`src/rtl/item_pkg.sv`:
```
// Shared constants for the packed item list: slot field positions, type codes and reader states.
// The writer block uses the same field positions.
package item_pkg;

  localparam int ITEM_W     = 32;
  localparam int MAX_ITEMS  = 32;
  localparam int IDX_W      = 6;

  localparam int X_HI       = 31;
  localparam int X_LO       = 19;
  localparam int Y_HI       = 18;
  localparam int Y_LO       = 7;
  localparam int VIS        = 1;
  localparam int MOVED      = 0;
  localparam int FRAC_SHIFT = 4;

  localparam logic [1:0] TYPE_GOLD    = 2'd0;
  localparam logic [1:0] TYPE_STONE   = 2'd1;
  localparam logic [1:0] TYPE_DIAMOND = 2'd2;

  typedef enum logic [1:0] {
    ST_IDLE = 2'd0,
    ST_SCAN = 2'd1,
    ST_EMIT = 2'd2,
    ST_DONE = 2'd3
  } state_t;

  function automatic logic [IDX_W-1:0] clamp_limit(input logic [IDX_W-1:0] quantity,
                                                   input logic [IDX_W-1:0] max_items);
    if (quantity > max_items) begin
      clamp_limit = max_items;
    end else begin
      clamp_limit = quantity;
    end
  endfunction

endpackage

```
`src/rtl/item_list_reader_if.sv`:
```
// Decoded item record stream from the list reader to the drawing/collision consumers.
interface item_list_reader_if;

  logic       out_valid;
  logic       out_ready;
  logic [5:0] out_index;
  logic [1:0] out_type;
  logic [8:0] out_x;
  logic [7:0] out_y;
  logic       out_moved;
  logic       out_visible;

  modport master (
    output out_valid, out_index, out_type, out_x, out_y, out_moved, out_visible,
    input  out_ready
  );

  modport slave (
    input  out_valid, out_index, out_type, out_x, out_y, out_moved, out_visible,
    output out_ready
  );

endinterface

```
`src/rtl/item_field_decode.sv`:
```
// Combinational decode of one packed slot word into type, screen position and flag bits.
module item_field_decode
  import item_pkg::*;
#(
  parameter int GOLD_END  = 8,
  parameter int STONE_END = 16
) (
  input  logic [ITEM_W-1:0] slot,
  input  logic [IDX_W-1:0]  index,
  output logic [1:0]        item_type,
  output logic [8:0]        x,
  output logic [7:0]        y,
  output logic              moved,
  output logic              visible
);

  localparam logic [IDX_W-1:0] GOLD_LIM  = IDX_W'(GOLD_END);
  localparam logic [IDX_W-1:0] STONE_LIM = IDX_W'(STONE_END);

  // Positions are stored with 4 fractional bits; dropping them truncates toward zero.
  assign x       = slot[X_HI:X_LO+FRAC_SHIFT];
  assign y       = slot[Y_HI:Y_LO+FRAC_SHIFT];
  assign moved   = slot[MOVED];
  assign visible = slot[VIS];

  logic unused_bits_s;
  assign unused_bits_s = ^{slot[X_LO+FRAC_SHIFT-1:X_LO], slot[Y_LO+FRAC_SHIFT-1:VIS+1]};

  always_comb begin
    if (index < GOLD_LIM) begin
      item_type = TYPE_GOLD;
    end else if (index < STONE_LIM) begin
      item_type = TYPE_STONE;
    end else begin
      item_type = TYPE_DIAMOND;
    end
  end

endmodule

```
`src/rtl/item_list_reader.sv`:
```
// Scans a snapshot of the packed item list and streams one decoded record per visible slot,
// closing each scan with a done pulse carrying the number of accepted records.
module item_list_reader #(
  parameter int MAX_ITEMS   = item_pkg::MAX_ITEMS,
  parameter int ITEM_W      = item_pkg::ITEM_W,
  parameter int GOLD_END    = 8,
  parameter int STONE_END   = 16,
  parameter int SKIP_HIDDEN = 1
) (
  input  logic                        clock,
  input  logic                        reset,
  input  logic [MAX_ITEMS*ITEM_W-1:0] data,
  input  logic [5:0]                  quantity,
  input  logic                        start,
  output logic                        busy,
  output logic                        done,
  output logic [5:0]                  emitted,
  item_list_reader_if.master          rec
);

  import item_pkg::*;

  localparam int               SEL_W     = $clog2(MAX_ITEMS);
  localparam logic [IDX_W-1:0] LIMIT_MAX = IDX_W'(MAX_ITEMS);
  localparam logic [IDX_W-1:0] ONE       = IDX_W'(1);
  localparam bit               SHOW_ALL  = (SKIP_HIDDEN == 0);

  state_t            state_r;
  state_t            state_n;
  logic [ITEM_W-1:0] snap_r [MAX_ITEMS];
  logic [IDX_W-1:0]  idx_r;
  logic [IDX_W-1:0]  limit_r;
  logic [IDX_W-1:0]  emitted_r;
  logic              busy_r;
  logic              done_r;
  logic              valid_r;
  logic [IDX_W-1:0]  index_r;
  logic [1:0]        type_r;
  logic [8:0]        x_r;
  logic [7:0]        y_r;
  logic              moved_r;
  logic              visible_r;

  logic              load_s;
  logic              emit_s;
  logic              advance_s;
  logic              accept_s;
  logic [ITEM_W-1:0] slot_s;
  logic [1:0]        type_s;
  logic [8:0]        x_s;
  logic [7:0]        y_s;
  logic              moved_s;
  logic              visible_s;

  // When idx equals a limit of MAX_ITEMS the low bits alias slot 0, but SCAN never uses it then.
  assign slot_s = snap_r[idx_r[SEL_W-1:0]];

  item_field_decode #(
    .GOLD_END  (GOLD_END),
    .STONE_END (STONE_END)
  ) u_decode (
    .slot      (slot_s),
    .index     (idx_r),
    .item_type (type_s),
    .x         (x_s),
    .y         (y_s),
    .moved     (moved_s),
    .visible   (visible_s)
  );

  always_comb begin
    state_n   = state_r;
    load_s    = 1'b0;
    emit_s    = 1'b0;
    advance_s = 1'b0;
    accept_s  = 1'b0;
    case (state_r)
      ST_IDLE: begin
        if (start) begin
          state_n = ST_SCAN;
          load_s  = 1'b1;
        end else begin
          state_n = ST_IDLE;
        end
      end
      ST_SCAN: begin
        if (idx_r == limit_r) begin
          state_n = ST_DONE;
        end else if (visible_s || SHOW_ALL) begin
          state_n = ST_EMIT;
          emit_s  = 1'b1;
        end else begin
          state_n   = ST_SCAN;
          advance_s = 1'b1;
        end
      end
      ST_EMIT: begin
        if (rec.out_ready) begin
          state_n  = ST_SCAN;
          accept_s = 1'b1;
        end else begin
          state_n = ST_EMIT;
        end
      end
      ST_DONE: begin
        state_n = ST_IDLE;
      end
      default: begin
        state_n = ST_IDLE;
      end
    endcase
  end

  always_ff @(posedge clock) begin
    if (reset) begin
      state_r <= ST_IDLE;
      busy_r  <= 1'b0;
      done_r  <= 1'b0;
      valid_r <= 1'b0;
    end else begin
      state_r <= state_n;
      busy_r  <= (state_n != ST_IDLE);
      done_r  <= (state_n == ST_DONE);
      valid_r <= (state_n == ST_EMIT);
    end
  end

  // Record fields only load on entry to EMIT, so they stay frozen across a stalled handshake.
  always_ff @(posedge clock) begin
    if (reset) begin
      for (int i = 0; i < MAX_ITEMS; i++) begin
        snap_r[i] <= '0;
      end
      idx_r     <= '0;
      limit_r   <= '0;
      emitted_r <= '0;
      index_r   <= '0;
      type_r    <= TYPE_GOLD;
      x_r       <= 9'd0;
      y_r       <= 8'd0;
      moved_r   <= 1'b0;
      visible_r <= 1'b0;
    end else if (load_s) begin
      for (int i = 0; i < MAX_ITEMS; i++) begin
        snap_r[i] <= data[i*ITEM_W +: ITEM_W];
      end
      limit_r   <= clamp_limit(quantity, LIMIT_MAX);
      idx_r     <= '0;
      emitted_r <= '0;
    end else if (emit_s) begin
      index_r   <= idx_r;
      type_r    <= type_s;
      x_r       <= x_s;
      y_r       <= y_s;
      moved_r   <= moved_s;
      visible_r <= visible_s;
    end else if (accept_s) begin
      idx_r     <= idx_r + ONE;
      emitted_r <= emitted_r + ONE;
    end else if (advance_s) begin
      idx_r <= idx_r + ONE;
    end else begin
      idx_r <= idx_r;
    end
  end

  assign busy            = busy_r;
  assign done            = done_r;
  assign emitted         = emitted_r;
  assign rec.out_valid   = valid_r;
  assign rec.out_index   = index_r;
  assign rec.out_type    = type_r;
  assign rec.out_x       = x_r;
  assign rec.out_y       = y_r;
  assign rec.out_moved   = moved_r;
  assign rec.out_visible = visible_r;

endmodule

```
`src/flat_wrapper.sv`:
```
// flat-port wrapper written by rule: the top's interface ports become plain ports
module item_list_reader_flat import item_pkg::*;
#(
  parameter int MAX_ITEMS   = item_pkg::MAX_ITEMS,
  parameter int ITEM_W      = item_pkg::ITEM_W,
  parameter int GOLD_END    = 8,
  parameter int STONE_END   = 16,
  parameter int SKIP_HIDDEN = 1
)
  (clock, reset, data, quantity, start, busy, done, emitted, rec_out_valid, rec_out_index, rec_out_type, rec_out_x, rec_out_y, rec_out_moved, rec_out_visible, rec_out_ready);
  item_list_reader_if rec_i ();
  input  logic clock;
  input  logic reset;
  input  logic [MAX_ITEMS*ITEM_W-1:0] data;
  input  logic [5:0] quantity;
  input  logic start;
  output logic busy;
  output logic done;
  output logic [5:0] emitted;
  output wire logic [$bits(rec_i.out_valid)-1:0] rec_out_valid;
  output wire logic [$bits(rec_i.out_index)-1:0] rec_out_index;
  output wire logic [$bits(rec_i.out_type)-1:0] rec_out_type;
  output wire logic [$bits(rec_i.out_x)-1:0] rec_out_x;
  output wire logic [$bits(rec_i.out_y)-1:0] rec_out_y;
  output wire logic [$bits(rec_i.out_moved)-1:0] rec_out_moved;
  output wire logic [$bits(rec_i.out_visible)-1:0] rec_out_visible;
  input wire logic [$bits(rec_i.out_ready)-1:0] rec_out_ready;
  assign rec_out_valid = rec_i.out_valid;
  assign rec_out_index = rec_i.out_index;
  assign rec_out_type = rec_i.out_type;
  assign rec_out_x = rec_i.out_x;
  assign rec_out_y = rec_i.out_y;
  assign rec_out_moved = rec_i.out_moved;
  assign rec_out_visible = rec_i.out_visible;
  assign rec_i.out_ready = rec_out_ready;
  item_list_reader #(.MAX_ITEMS(MAX_ITEMS), .ITEM_W(ITEM_W), .GOLD_END(GOLD_END), .STONE_END(STONE_END), .SKIP_HIDDEN(SKIP_HIDDEN)) u_core (.clock(clock), .reset(reset), .data(data), .quantity(quantity), .start(start), .busy(busy), .done(done), .emitted(emitted), .rec(rec_i));
endmodule
```
`config.mk`:
```
export PLATFORM = sky130hd
export DESIGN_NAME = item_list_reader_flat
export DESIGN_NICKNAME = d
export VERILOG_FILES = /design/src/rtl/item_pkg.sv /design/src/rtl/item_list_reader_if.sv /design/src/rtl/item_field_decode.sv /design/src/rtl/item_list_reader.sv /design/src/flat_wrapper.sv
export SDC_FILE = /design/constraint.sdc
export NUM_CORES = 1
export LEC_CHECK = 0
export BUFFER_PORTS_ARGS = -buffer_cell sky130_fd_sc_hd__buf_2
export CORE_AREA = 5 5 408 410
export CTS_BUF_LIST = sky130_fd_sc_hd__clkbuf_8
export CTS_CLUSTER_SIZE = 20
export DETAILED_ROUTE_END_ITERATION = 10
export DIE_AREA = 0 0 413 415
export HOLD_SLACK_MARGIN = 0.08
export PLACE_DENSITY_LB_ADDON = 0.25
export SYNTH_ARGS = -nofsm -noshare
export SYNTH_HDL_FRONTEND = slang
export SYNTH_SLANG_ARGS = --single-unit
export TNS_END_PERCENT = 50
```
`constraint.sdc`:
```
create_clock -name clock -period 39.2 [get_ports clock]
set_input_delay 3.92 -clock clock [delete_from_list [all_inputs] [get_ports clock]]
set_output_delay 3.92 -clock clock [all_outputs]
set_load 0.005 [all_outputs]
```
==> results of run 1 <==
through the flow:
stage	util	instance area, um2	power, mW	hold WS, ns	cells
4_1_cts	0.232	37600	1.85	0.468	4819
3_3_place_gp	0.215	34900	1.10	0.460	4569
5_1_grt	0.232	37600	1.89	0.494	4836
2_1_floorplan	-	29200	1.03	0.460	1849
3_5_place_dp	0.215	34900	1.10	0.455	4569
6_report	0.232	37600	1.80	0.466	4852
placed cells by master (no fill, tap or decap), drive strengths merged, types with 11 or more instances in the layout:
cell / n
buf: 681
edfxtp: 608
and2: 343
nor2b: 270
mux4: 162
clkbuf: 148
inv: 63
dfxtp: 55
a21oi: 52
a22oi: 37
diode: 33
nand2: 33
clkinv: 32
mux2i: 26
a311oi: 18
nand3: 17
o21ai: 15
nor2: 15
nand4: 11
worst max-delay path: cells and delay by family:
family	cells	cell delay (ns)
compound gates	1	0.18
buf+inv	4	2.44
synthesized netlist by cell type, types with 2 or more instances:
master | n | area [um2]
sky130_fd_sc_hd__mux2i_1 | 26 | 260
sky130_fd_sc_hd__nand3_1 | 17 | 85.1
sky130_fd_sc_hd__a22o_1 | 7 | 61.3
sky130_fd_sc_hd__a311oi_1 | 18 | 158
sky130_fd_sc_hd__nand4_1 | 11 | 68.8
sky130_fd_sc_hd__clkbuf_1 | 86 | 323
sky130_fd_sc_hd__a22oi_1 | 37 | 278
sky130_fd_sc_hd__o21ai_0 | 14 | 70.1
sky130_fd_sc_hd__buf_2 | 34 | 170
sky130_fd_sc_hd__ha_1 | 2 | 25.0
sky130_fd_sc_hd__and4_1 | 2 | 17.5
sky130_fd_sc_hd__and2_1 | 343 | 2150
sky130_fd_sc_hd__inv_1 | 2 | 7.51
sky130_fd_sc_hd__a211oi_1 | 2 | 15.0
sky130_fd_sc_hd__buf_6 | 4 | 45.0
sky130_fd_sc_hd__buf_4 | 9 | 67.6
sky130_fd_sc_hd__a21oi_1 | 51 | 255
sky130_fd_sc_hd__a31oi_1 | 2 | 12.5
sky130_fd_sc_hd__buf_1 | 2 | 7.51
sky130_fd_sc_hd__nor2_1 | 14 | 52.6
sky130_fd_sc_hd__nand2_1 | 33 | 124
sky130_fd_sc_hd__and3_1 | 3 | 18.8
sky130_fd_sc_hd__nor2b_1 | 270 | 1690
sky130_fd_sc_hd__nand2b_1 | 7 | 43.8
sky130_fd_sc_hd__edfxtp_1 | 608 | 18300
sky130_fd_sc_hd__nor3_1 | 5 | 25.0
sky130_fd_sc_hd__dfxtp_1 | 55 | 1100
sky130_fd_sc_hd__xor2_1 | 9 | 78.8
sky130_fd_sc_hd__mux4_2 | 162 | 3650
where the power goes:
part / switching, mW / internal (mW)
Clock: 0.332 / 0.389
Combinational: 0.109 / 0.0812
Sequential: 0.0239 / 0.865
Total: 0.465 / 1.34
metal layers:
layer | GRT usage | vias to the layer above | wire (um) | share of wire
li1 | - | 8359 | - | -
met3 | 0.0486 | 236 | 9550 | 0.084
met2 | 0.194 | 766 | 50500 | 0.44
met1 | 0.174 | 9142 | 50900 | 0.45
met4 | 0.0429 | 56 | 2580 | 0.023
met5 | 0 | - | 348 | 0.0031
layout make-up:
cell class / count / area (um2) / area share
sequential: 663 / 19400 / 0.515
multi-input combinational: 1046 / 9250 / 0.246
timing repair buffer: 681 / 3530 / 0.0937
tap: 2175 / 2720 / 0.0723
clock buffer: 148 / 2040 / 0.0541
clock inverter: 102 / 633 / 0.0168
antenna: 33 / 82.6 / 0.00219
inverter: 4 / 22.5 / 0.000598
registers in the layout, indices dropped and copies added (netlist names), 2 cells and up, named ones only:
name / count
u_core.snap_r: 608
u_core.rec.out_y: 8
u_core.rec.out_x: 9
u_core.rec.out_type: 2
u_core.idx_r: 6
u_core.emitted: 6
u_core.state_r: 2
u_core.limit_r: 6
u_core.rec.out_index: 6
how the worst min path moves through the flow:
| stage | startpoint | endpoint | slack [ns] | cells past startpoint |
|---|---|---|---|---|
| detailed placement | u_core.rec.out_visible | u_core.rec.out_visible | 0.46 | 2 |
| floorplan | u_core.rec.out_visible | u_core.rec.out_visible | 0.46 | 2 |
| finish | u_core.rec.out_visible | u_core.rec.out_visible | 0.47 | 2 |
| global placement | u_core.rec.out_index[1] | u_core.rec.out_index[1] | 0.46 | 2 |
| global route | u_core.rec.out_index[4] | u_core.rec.out_index[4] | 0.49 | 2 |
| CTS | u_core.rec.out_visible | u_core.rec.out_visible | 0.47 | 2 |
cell families (layout without fill, tap and decap cells):
kind of cell             Yosys count  in the layout  share of synthesized area
XOR/XNOR                          10             10                    0.00300
AO/OA/AOI/OAI                    135            135                     0.0301
flip-flops                       663            663                      0.663
buffers and inverters            140            935                     0.0217
multiplexers                     188            188                      0.134
adder cells (fa/ha/maj)            2              2                   0.000857
AND/OR/NAND/NOR                  711            711                      0.148
other                              0             33                          0
==> impl_results.md, run 1 <==
* Asr flop ratio synth at 0
* Total core area at 0.162 mm2
* Final Worst Setup Slack at 32.86 ns
* Initial Util at 0.180
* HPWL after detailed placement at 83,600 um
* Setup WS pre-CTS at 31.89 ns
* Category of the most critical setup path: in2reg
* Leakage power at 14.3 nW
* Global-route wire length before repair at 155,000 um
* Cell at the root of the clock tree: sky130_fd_sc_hd__clkbuf_8
* Vias/cell at 3.83
* Overall die area at 0.171 mm2
* Port buffer count at 653
* Number of antenna violations at the first check in global routing at 108
* Sequential area share after synthesis at 0.663
* Number of clock buffers inserted by TritonCTS at 138
* Clock skew after layout at 0.0421 ns
* Global Route Usage Sum at 0.130
* Number of placed I/O pins at 1,070
* Slew Limit Fails at 0
* Number of remaining DRC errors at 0
* Aggregate global routing overflow at 0
* Weighted congestion at the end of routability-driven global placement at 0.770
* Iteration count of the initial detailed-routing pass at 5
* Ratio of cells with drive above 1 in the final layout at 0.391
* Crit path to: u_core.snap_r[18][16]
* Clock latency on the worst-skew pair at 0.84 ns
* Transition time at the pin with the least slew margin at 1.16 ns
* Syn Area/Cell at 15.8 um2
* Post-CTS setup buffers at 0
* Maximum fanout count along the critical path at 119
* Chip width at 413 um
* Number of sinks driven by the clock tree at 663
* Reg2Reg Setup Slack at 34.96 ns
* Cells resized by post-CTS repair at 0
* Iteration-0 DRC count of the detailed router at 1,248
* Hold-fix buffers, CTS at 0
* R2R Path End: u_core.rec.out_x[7]
* Run status: complete, no violations
* Die Y-Extent at 415 um
* Setup total negative slack at 0 ns
* Routed wire per std cell at 23.5 um
* Sort of element at the start of the critical path: primary input
* Number of buffers between clock root and the deepest sink at 3
* Via count of the first global-routing pass at 19,800
* Fin nets at 3,570
* Overall via count from detail_route at 18,600
* Max-slew headroom at the worst pin at 0.225
* Unrepaired setup endpoints after global routing: no
* Number of levels the H-tree was split into at 4
* Series of cell instances along the critical path: buf_8 -> a21oi_1 -> inv_8 -> buf_4 -> buf_4
* CP Data Arrival Time at 6.80 ns
* Final Hold Viols at 0
* Capturing element type of the critical path: flip-flop
* Most frequent cell on the critical path: sky130_fd_sc_hd__buf_4
* Area overhead of the layout relative to synthesis at 28.9%
* Total power divided by cell area at 47.8 mW/mm2
* Filler Cells Inserted at 17,300
* Maximum Capacitance Violations at 0
* Antenna violation net count after detailed routing at 0
* Critical path required time at 39.66 ns
* Syn Nets at 2,885
* Most instantiated flip-flop cell in the synthesis netlist: sky130_fd_sc_hd__edfxtp_1
* Gate Count Post-Synth at 1,849
* Clock tree from TritonCTS: built
* Number of warning messages in the yosys log at 0
* Final period utilization at 0.162
* Final WL at 114,000 um
* Min cycle time layout at 6.34 ns
* Count of endpoints failing setup in the final report at 0
* Number of synthesized flops with an enable pin at 608
* Worst path slowest cell: sky130_fd_sc_hd__buf_4
* Yosys reg bits at 663
* Worst setup path startpoint: reset
* Cells on worst reg2reg path at 8
* Row count at 148
* Type of the most critical hold path: reg2reg
* Pin count of the biggest net entering global routing at 208
* Summed instance area of the synthesized netlist at 0.0292 mm2
* Worst IR Drop VDD at 31.5 uV
* Library cells used by synthesis at 43
* Achievable frequency at 158 MHz
* Clock slew seen by the registers of the worst setup and hold paths at 0.05 ns
* Peak per-stage delay on the critical path at 0.88 ns
Note: power is estimated with default switching activity, not from simulation.
==> run 2, diff against run 1 <==
Clock period 39.2 ns to 5.5 ns, I/O delays scaled along.
==> run 2 against run 1 <==
  * Non-clock buffer count rose by 625
  * Register-to-register slack got worse by 33 ns
  * Clock-buffer cell count decreased by 14
  * Sequential power grew to 7.1 times the previous value
  * Critical path depth increased by 1
  * Clock power rose to 6.8 times the previous value
  * Flip-flop and latch count unchanged
  * Hold slack better by 0.0058 ns
  * Power increased to 7.2 times the previous value
  * Die area unchanged
  * Utilization rose by 3.8 points
  * First-iteration DRC count grew 8.9%
==> impl_results.md, run 2 (synthesis results as in run 1) <==
* Run status: complete, no violations (unchanged)
* Vias/cell at 3.83 (about the same)
* Series of cell instances along the critical path: mux2i_1 -> a21oi_1 -> nand4_1 -> nand4_1 -> o21ai_0 -> mux2i_1 (was buf_8 -> a21oi_1 -> inv_8 -> buf_4 -> buf_4)
* Final core occ at 0.270 (was 0.232)
* Unrepaired setup endpoints after global routing: no (unchanged)
* Critical path required time at 6.21 ns (was 39.66 ns)
* Via count of the first global-routing pass at 22,900 (was 19,800)
* Iteration count of the initial detailed-routing pass at 5 (unchanged)
* Most flops, register: u_core.snap_r (unchanged)
* Ratio of cells with drive above 1 in the final layout at 0.315 (was 0.391)
* Type of the most critical hold path: reg2reg (unchanged)
* Final WL at 120,000 um (was 114,000 um)
* Pin count of the biggest net entering global routing at 194 (was 208)
* Leakage power at 16.8 nW (was 14.3 nW)
* Overall via count from detail_route at 20,900 (was 18,600)
* Sort of element at the start of the critical path: flip-flop (was primary input)
* Worst IR Drop VDD at 215 uV (was 31.5 uV)
* Number of remaining DRC errors at 0 (unchanged)
* Flip-flop count of the largest register, all copies and words added at 608 (unchanged)
* Setup total negative slack at 0 ns (unchanged)
* Overall power of the completed layout at 13.0 mW (was 1.80 mW)
* Placed Area at 0.0350 mm2 (was 0.0349 mm2)
* Number of sinks driven by the clock tree at 663 (unchanged)
* Peak per-stage delay on the critical path at 1.03 ns (was 0.88 ns)
* Max-slew headroom at the worst pin at 0.277 (was 0.225)
* Sum of buffers and inverters on the critical path at 0 (was 4)
* Global-route wire length before repair at 166,000 um (was 155,000 um)
* Maximum Capacitance Violations at 0 (unchanged)
* Global Route Usage Sum at 0.137 (was 0.130)
* Hold slack at 0.471 ns (was 0.466 ns)
* Number of antenna violations at the first check in global routing at 54 (was 108)
* Capturing element type of the critical path: flip-flop (unchanged)
* Cell at the root of the clock tree: sky130_fd_sc_hd__clkbuf_8 (unchanged)
* Worst path slowest cell: sky130_fd_sc_hd__dfxtp_1 (was sky130_fd_sc_hd__buf_4)
* Clock latency on the worst-skew pair at 0.83 ns (was 0.84 ns)
* Weighted congestion at the end of routability-driven global placement at 0.746 (was 0.770)
* Number of buffers between clock root and the deepest sink at 3 (unchanged)
* Die Y-Extent at 415 um (unchanged)
* HPWL after detailed placement at 84,200 um (was 83,600 um)
* Clock skew after layout at 0.0482 ns (was 0.0421 ns)
* Number of clock buffers inserted by TritonCTS at 132 (was 138)
* Port buffer count at 653 (unchanged)
* Top library cells by usage in the layout, fill and taps aside: sky130_fd_sc_hd__buf_2, sky130_fd_sc_hd__dlygate4sd3_1, sky130_fd_sc_hd__edfxtp_1 (was sky130_fd_sc_hd__buf_2, sky130_fd_sc_hd__edfxtp_1, sky130_fd_sc_hd__and2_1)
* Kind of cell adding the most delay to the critical path: flip-flops (was buffers and inverters)
* Overall die area at 0.171 mm2 (unchanged)
* Chip width at 413 um (unchanged)
* Maximum fanout count along the critical path at 19 (was 119)
* Achievable frequency at 253 MHz
* Number of levels the H-tree was split into at 4 (unchanged)
* Slew Limit Fails at 0 (unchanged)
* Clock tree from TritonCTS: built (unchanged)
* Antenna violation net count after detailed routing at 0 (unchanged)
* Clock slew seen by the registers of the worst setup and hold paths at 0.06 ns (was 0.05 ns)
* Final Hold Viols at 0 (unchanged)
* Area overhead of the layout relative to synthesis at 50.0% (was 28.9%)
* Iteration-0 DRC count of the detailed router at 1,359 (was 1,248)
* Category of the most critical setup path: reg2reg (was in2reg)
* Reg2Reg Setup Slack at 1.55 ns (was 34.96 ns)
* Number of placed I/O pins at 1,070 (unchanged)
* Most common library cell in the layout ignoring fill and taps: sky130_fd_sc_hd__buf_2 (unchanged)
* Initial Util at 0.180 (unchanged)
* CP Data Arrival Time at 4.66 ns (was 6.80 ns)
* Routed wire per std cell at 21.9 um (was 23.5 um)
* Total power divided by cell area at 297 mW/mm2 (was 47.8 mW/mm2)
* Row count at 148 (unchanged)
* Count of endpoints failing setup in the final report at 0 (unchanged)
* Min cycle time layout at 3.95 ns
* Total core area at 0.162 mm2 (unchanged)
* Fin nets at 4,189 (was 3,570)
* Finished Cell Area at 0.0438 mm2 (was 0.0376 mm2)
* Transition time at the pin with the least slew margin at 1.08 ns (was 1.16 ns)
* Final period utilization at 0.718
* Aggregate global routing overflow at 0 (unchanged)
-- run 2: cell count changes in the layout (fill, tap and decap cells not counted), moves of 2 or more --
cell	change
sky130_fd_sc_hd__diode_2	-2
sky130_fd_sc_hd__buf_4	-2
sky130_fd_sc_hd__dlygate4sd3_1	+621
sky130_fd_sc_hd__inv_1	-4
sky130_fd_sc_hd__clkbuf_8	-14
sky130_fd_sc_hd__clkinv_1	+2
sky130_fd_sc_hd__buf_12	+6
sky130_fd_sc_hd__clkinv_2	-3
-- run 2: tightest hold or removal path: stages, from the launching register on --
cell                      delay, ns
sky130_fd_sc_hd__dfxtp_1       0.33
sky130_fd_sc_hd__a21oi_1       0.04
sky130_fd_sc_hd__nor2_1        0.07
-- run 2: final timing paths --
check | cells past startpoint | start | end
worst max register to register | 6 | flip-flop | flip-flop
worst max-delay path | 6 | flip-flop | flip-flop
worst min register to register | 2 | u_core.rec.out_visible | u_core.rec.out_visible
worst min-delay path | 2 | u_core.rec.out_visible | u_core.rec.out_visible
-- run 2: where the power goes --
part           total, mW  leakage, nW  switching, mW  internal (mW)
Sequential          6.33         6.96          0.172           6.16
Combinational       1.77         8.44          0.893          0.880
Clock               4.93         1.44           2.32           2.61
-- run 2: cell type report --
| cell class | count | area [um2] |
|---|---|---|
| Fill cell | 16800 | 118000 |
| Sequential cell | 663 | 19400 |
| Timing Repair Buffer | 1306 | 9850 |
| Multi-Input combinational cell | 1046 | 9250 |
| Tap cell | 2175 | 2720 |
| Clock buffer | 134 | 1840 |
| Clock inverter | 98 | 649 |
| Antenna cell | 31 | 77.6 |
| Inverter | 4 | 41.3 |
-- run 2: per-stage QoR --
step | cells | setup slack, ns
2_1_floorplan | 1849 | 0.537
3_3_place_gp | 4573 | 1.56
3_5_place_dp | 4573 | 1.58
4_1_cts | 5426 | 1.55
5_1_grt | 5442 | 1.31
6_report | 5457 | 1.55
-- run 2: timing repair --
item / in CTS / in global routing
hold buffers: 621 / 0
gates resized for setup: 0 / 0
buffers inserted: 0 / 0
endpoints found under the hold margin: 619 / 0
-- run 2: layer usage --
metal	up-vias	track usage	routed length, um
met1	10300	0.185	54200
met4	28	0.0385	2940
met3	219	0.0407	8460
met2	717	0.212	54000
li1	9582	-	-
met5	-	0	165
==> run 3, diff against run 2 <==
Clock period 5.5 ns to 4 ns, I/O delays scaled along.
==> run 3 against run 2 <==
  * Highest routed layer unchanged
  * Maximum frequency rose by 7.8%
  * Global-route usage barely moved
  * Wire length about the same
  * Die area did not move
  * Non-clock buffer count is 42 higher
  * Via count rose by 0.74%
  * Clock-buffer cell count is 5 higher
  * Clock skew is 0.0032 ns lower
  * Combinational power is 41% higher
  * Setup slack worse by 1.2 ns
  * Cell count up 0.90%
==> impl_results.md, run 3 (synthesis results as in run 1) <==
* Post-CTS setup buffers at 0 (unchanged)
* Row count at 148 (unchanged)
* Critical path required time at 4.73 ns (was 6.21 ns)
* Number of placed instances, taps included at 4,604 (was 4,573)
* Non-filler instance count after layout at 5,506 (was 5,457)
* Maximum Capacitance Violations at 0 (unchanged)
* Number of sinks driven by the clock tree at 663 (unchanged)
* Sum of buffers and inverters on the critical path at 2 (was 0)
* Clock slew seen by the registers of the worst setup and hold paths at 0.06 ns (about the same)
* Run status: complete, no violations (unchanged)
* Maximum fanout count along the critical path at 21 (was 19)
* Clock tree from TritonCTS: built (unchanged)
* Iteration-0 DRC count of the detailed router at 1,176 (was 1,359)
* Antenna violation net count after detailed routing at 0 (unchanged)
* Peak per-stage delay on the critical path at 0.87 ns (was 1.03 ns)
* Vias/cell at 3.82 (was 3.83)
* Series of cell instances along the critical path: mux2i_1 -> a21oi_1 -> nand4_1 -> nand4_1 -> buf_4 -> o21ai_0 -> a21oi_1 -> dlygate4sd3_1 (was mux2i_1 -> a21oi_1 -> nand4_1 -> nand4_1 -> o21ai_0 -> mux2i_1)
* Cells resized by post-CTS repair at 0 (unchanged)
* Finished Cell Area at 0.0444 mm2 (was 0.0438 mm2)
* Chip width at 413 um (unchanged)
* Global-route wire length before repair at 166,000 um (about the same)
* Clock skew after layout at 0.0450 ns (was 0.0482 ns)
* Net Sw Power at 4.79 mW (was 3.38 mW)
* Proportion of power drawn by flip-flops and latches at 0.476 (was 0.486)
* Kind of cell adding the most delay to the critical path: buffers and inverters (was flip-flops)
* Category of the most critical setup path: reg2reg (unchanged)
* Achievable frequency at 273 MHz (was 253 MHz)
* Number of placed I/O pins at 1,070 (unchanged)
* Clock power frac at 0.387 (was 0.378)
* Number of levels the H-tree was split into at 4 (unchanged)
* Area overhead of the layout relative to synthesis at 51.9% (was 50.0%)
* Final period utilization at 0.916 (was 0.718)
* Count of endpoints failing setup in the final report at 0 (unchanged)
* Number of remaining DRC errors at 0 (unchanged)
* HPWL after detailed placement at 87,100 um (was 84,200 um)
* Worst IR Drop VDD at 297 uV (was 215 uV)
* Most common library cell in the layout ignoring fill and taps: sky130_fd_sc_hd__buf_2 (unchanged)
* Sort of element at the start of the critical path: flip-flop (unchanged)
* Port buffer count at 653 (unchanged)
* CP Data Arrival Time at 4.40 ns (was 4.66 ns)
* Via count of the first global-routing pass at 22,900 (about the same)
* Number of antenna violations at the first check in global routing at 56 (was 54)
* Final Hold Viols at 0 (unchanged)
* Fin nets at 4,235 (was 4,189)
* Flip-flop count of the largest register, all copies and words added at 608 (unchanged)
* Ratio of cells with drive above 1 in the final layout at 0.322 (was 0.315)
* Clock latency on the worst-skew pair at 0.85 ns (was 0.83 ns)
* Slew Limit Fails at 0 (unchanged)
* Logic pwr share at 0.136 (about the same)
* Placed Area at 0.0353 mm2 (was 0.0350 mm2)
* Iteration count of the initial detailed-routing pass at 5 (unchanged)
* Type of the most critical hold path: in2reg (was reg2reg)
* Total core area at 0.162 mm2 (unchanged)
* Top library cells by usage in the layout, fill and taps aside: sky130_fd_sc_hd__buf_2, sky130_fd_sc_hd__dlygate4sd3_1, sky130_fd_sc_hd__edfxtp_1 (unchanged)
* Min cycle time layout at 3.67 ns (was 3.95 ns)
* Cell at the root of the clock tree: sky130_fd_sc_hd__clkbuf_8 (unchanged)
* Switching power share of the total at 0.262 (was 0.260)
* Final core occ at 0.274 (was 0.270)
* Total power divided by cell area at 411 mW/mm2 (was 297 mW/mm2)
* Total internal power at 13.5 mW (was 9.65 mW)
* Weighted congestion at the end of routability-driven global placement at 0.767 (was 0.746)
* Leakage power at 17.1 nW (was 16.8 nW)
* Capturing element type of the critical path: flip-flop (unchanged)
* Worst path slowest cell: sky130_fd_sc_hd__dfxtp_1 (unchanged)
* Routed wire per std cell at 21.8 um (was 21.9 um)
* Setup total negative slack at 0 ns (unchanged)
* Aggregate global routing overflow at 0 (unchanged)
* Number of buffers between clock root and the deepest sink at 3 (unchanged)
* Final WL at 120,000 um (about the same)
* Overall via count from detail_route at 21,000 (was 20,900)
* Max-slew headroom at the worst pin at 0.266 (was 0.277)
* Most flops, register: u_core.snap_r (unchanged)
* Transition time at the pin with the least slew margin at 1.10 ns (was 1.08 ns)
* Die Y-Extent at 415 um (unchanged)
* Overall die area at 0.171 mm2 (unchanged)
* Number of clock buffers inserted by TritonCTS at 136 (was 132)
* Initial Util at 0.180 (unchanged)
* Pin count of the biggest net entering global routing at 170 (was 194)
* Unrepaired setup endpoints after global routing: no (unchanged)
* Global Route Usage Sum at 0.137 (about the same)
## run 3: cell types whose count changed in the layout (fill, tap and decap cells not counted), sizes merged
cell | before | now
buf | 685 | 716
dlygate4sd3 | 621 | 632
clkbuf | 134 | 139
clkinvlp | 4 | 2
clkinv | 33 | 50
inv | 58 | 45
## run 3: worst paths after layout
path,start,end,slack (ns),depth (start not counted)
worst min register to register,u_core.rec.out_index[3],u_core.rec.out_index[3],0.48,2
worst min-delay path,quantity[5],u_core.limit_r[5],0.34,3
worst max-delay path,flip-flop,u_core.state_r[1],0.33,8
worst max register to register,flip-flop,u_core.state_r[1],0.33,8
## run 3: cell type report
type | count | area (um2)
Multi-Input combinational cell | 1046 | 9250
Sequential cell | 663 | 19400
Antenna cell | 31 | 77.6
Clock inverter | 100 | 731
Tap cell | 2175 | 2720
Timing Repair Buffer | 1348 | 10300
Clock buffer | 139 | 1910
Fill cell | 16800 | 118000
Inverter | 4 | 41.3
## run 3: power by group through the flow
stage | sequential [mW] | combinational, mW | clock (mW)
2_1_floorplan | 8.76 | 1.05 | 0
3_3_place_gp | 8.83 | 2.01 | 0
3_5_place_dp | 8.84 | 2.01 | 0
4_1_cts | 8.71 | 2.56 | 7.41
5_1_grt | 8.76 | 2.70 | 7.69
6_report | 8.69 | 2.49 | 7.06
## run 3: layer usage
metal	GRT usage	share of wire	wire length [um]	vias to the layer above
met5	0	0.0013	158	-
met1	0.188	0.46	55200	10500
met2	0.212	0.45	54000	681
met4	0.0352	0.020	2440	26
li1	-	-	-	9692
met3	0.0386	0.067	8060	183
## run 3: worst reg2reg max path, stage by stage, from the launching register on
cell and delay (ns):
sky130_fd_sc_hd__dfxtp_1 0.87, sky130_fd_sc_hd__mux2i_1 0.77, sky130_fd_sc_hd__a21oi_1 0.16, sky130_fd_sc_hd__nand4_1 0.15
sky130_fd_sc_hd__nand4_1 0.37, sky130_fd_sc_hd__buf_4 0.36, sky130_fd_sc_hd__o21ai_0 0.21, sky130_fd_sc_hd__a21oi_1 0.08
sky130_fd_sc_hd__dlygate4sd3_1 0.58
## run 3: timing repair
action	4_1_cts	5_1_grt
hold buffers	632	0
endpoints found under the hold margin	642	0
endpoints found under the setup margin	0	0
## run 3: stage by stage
step	hold WS [ns]	worst slack, ns	power, mW
floorplan	0.460	0.536	9.82
CTS	0.175	0.467	18.7
finish	0.337	0.334	18.2
global route	0.259	0.254	19.2
detailed placement	0.471	0.637	10.9
global placement	0.458	0.635	10.8
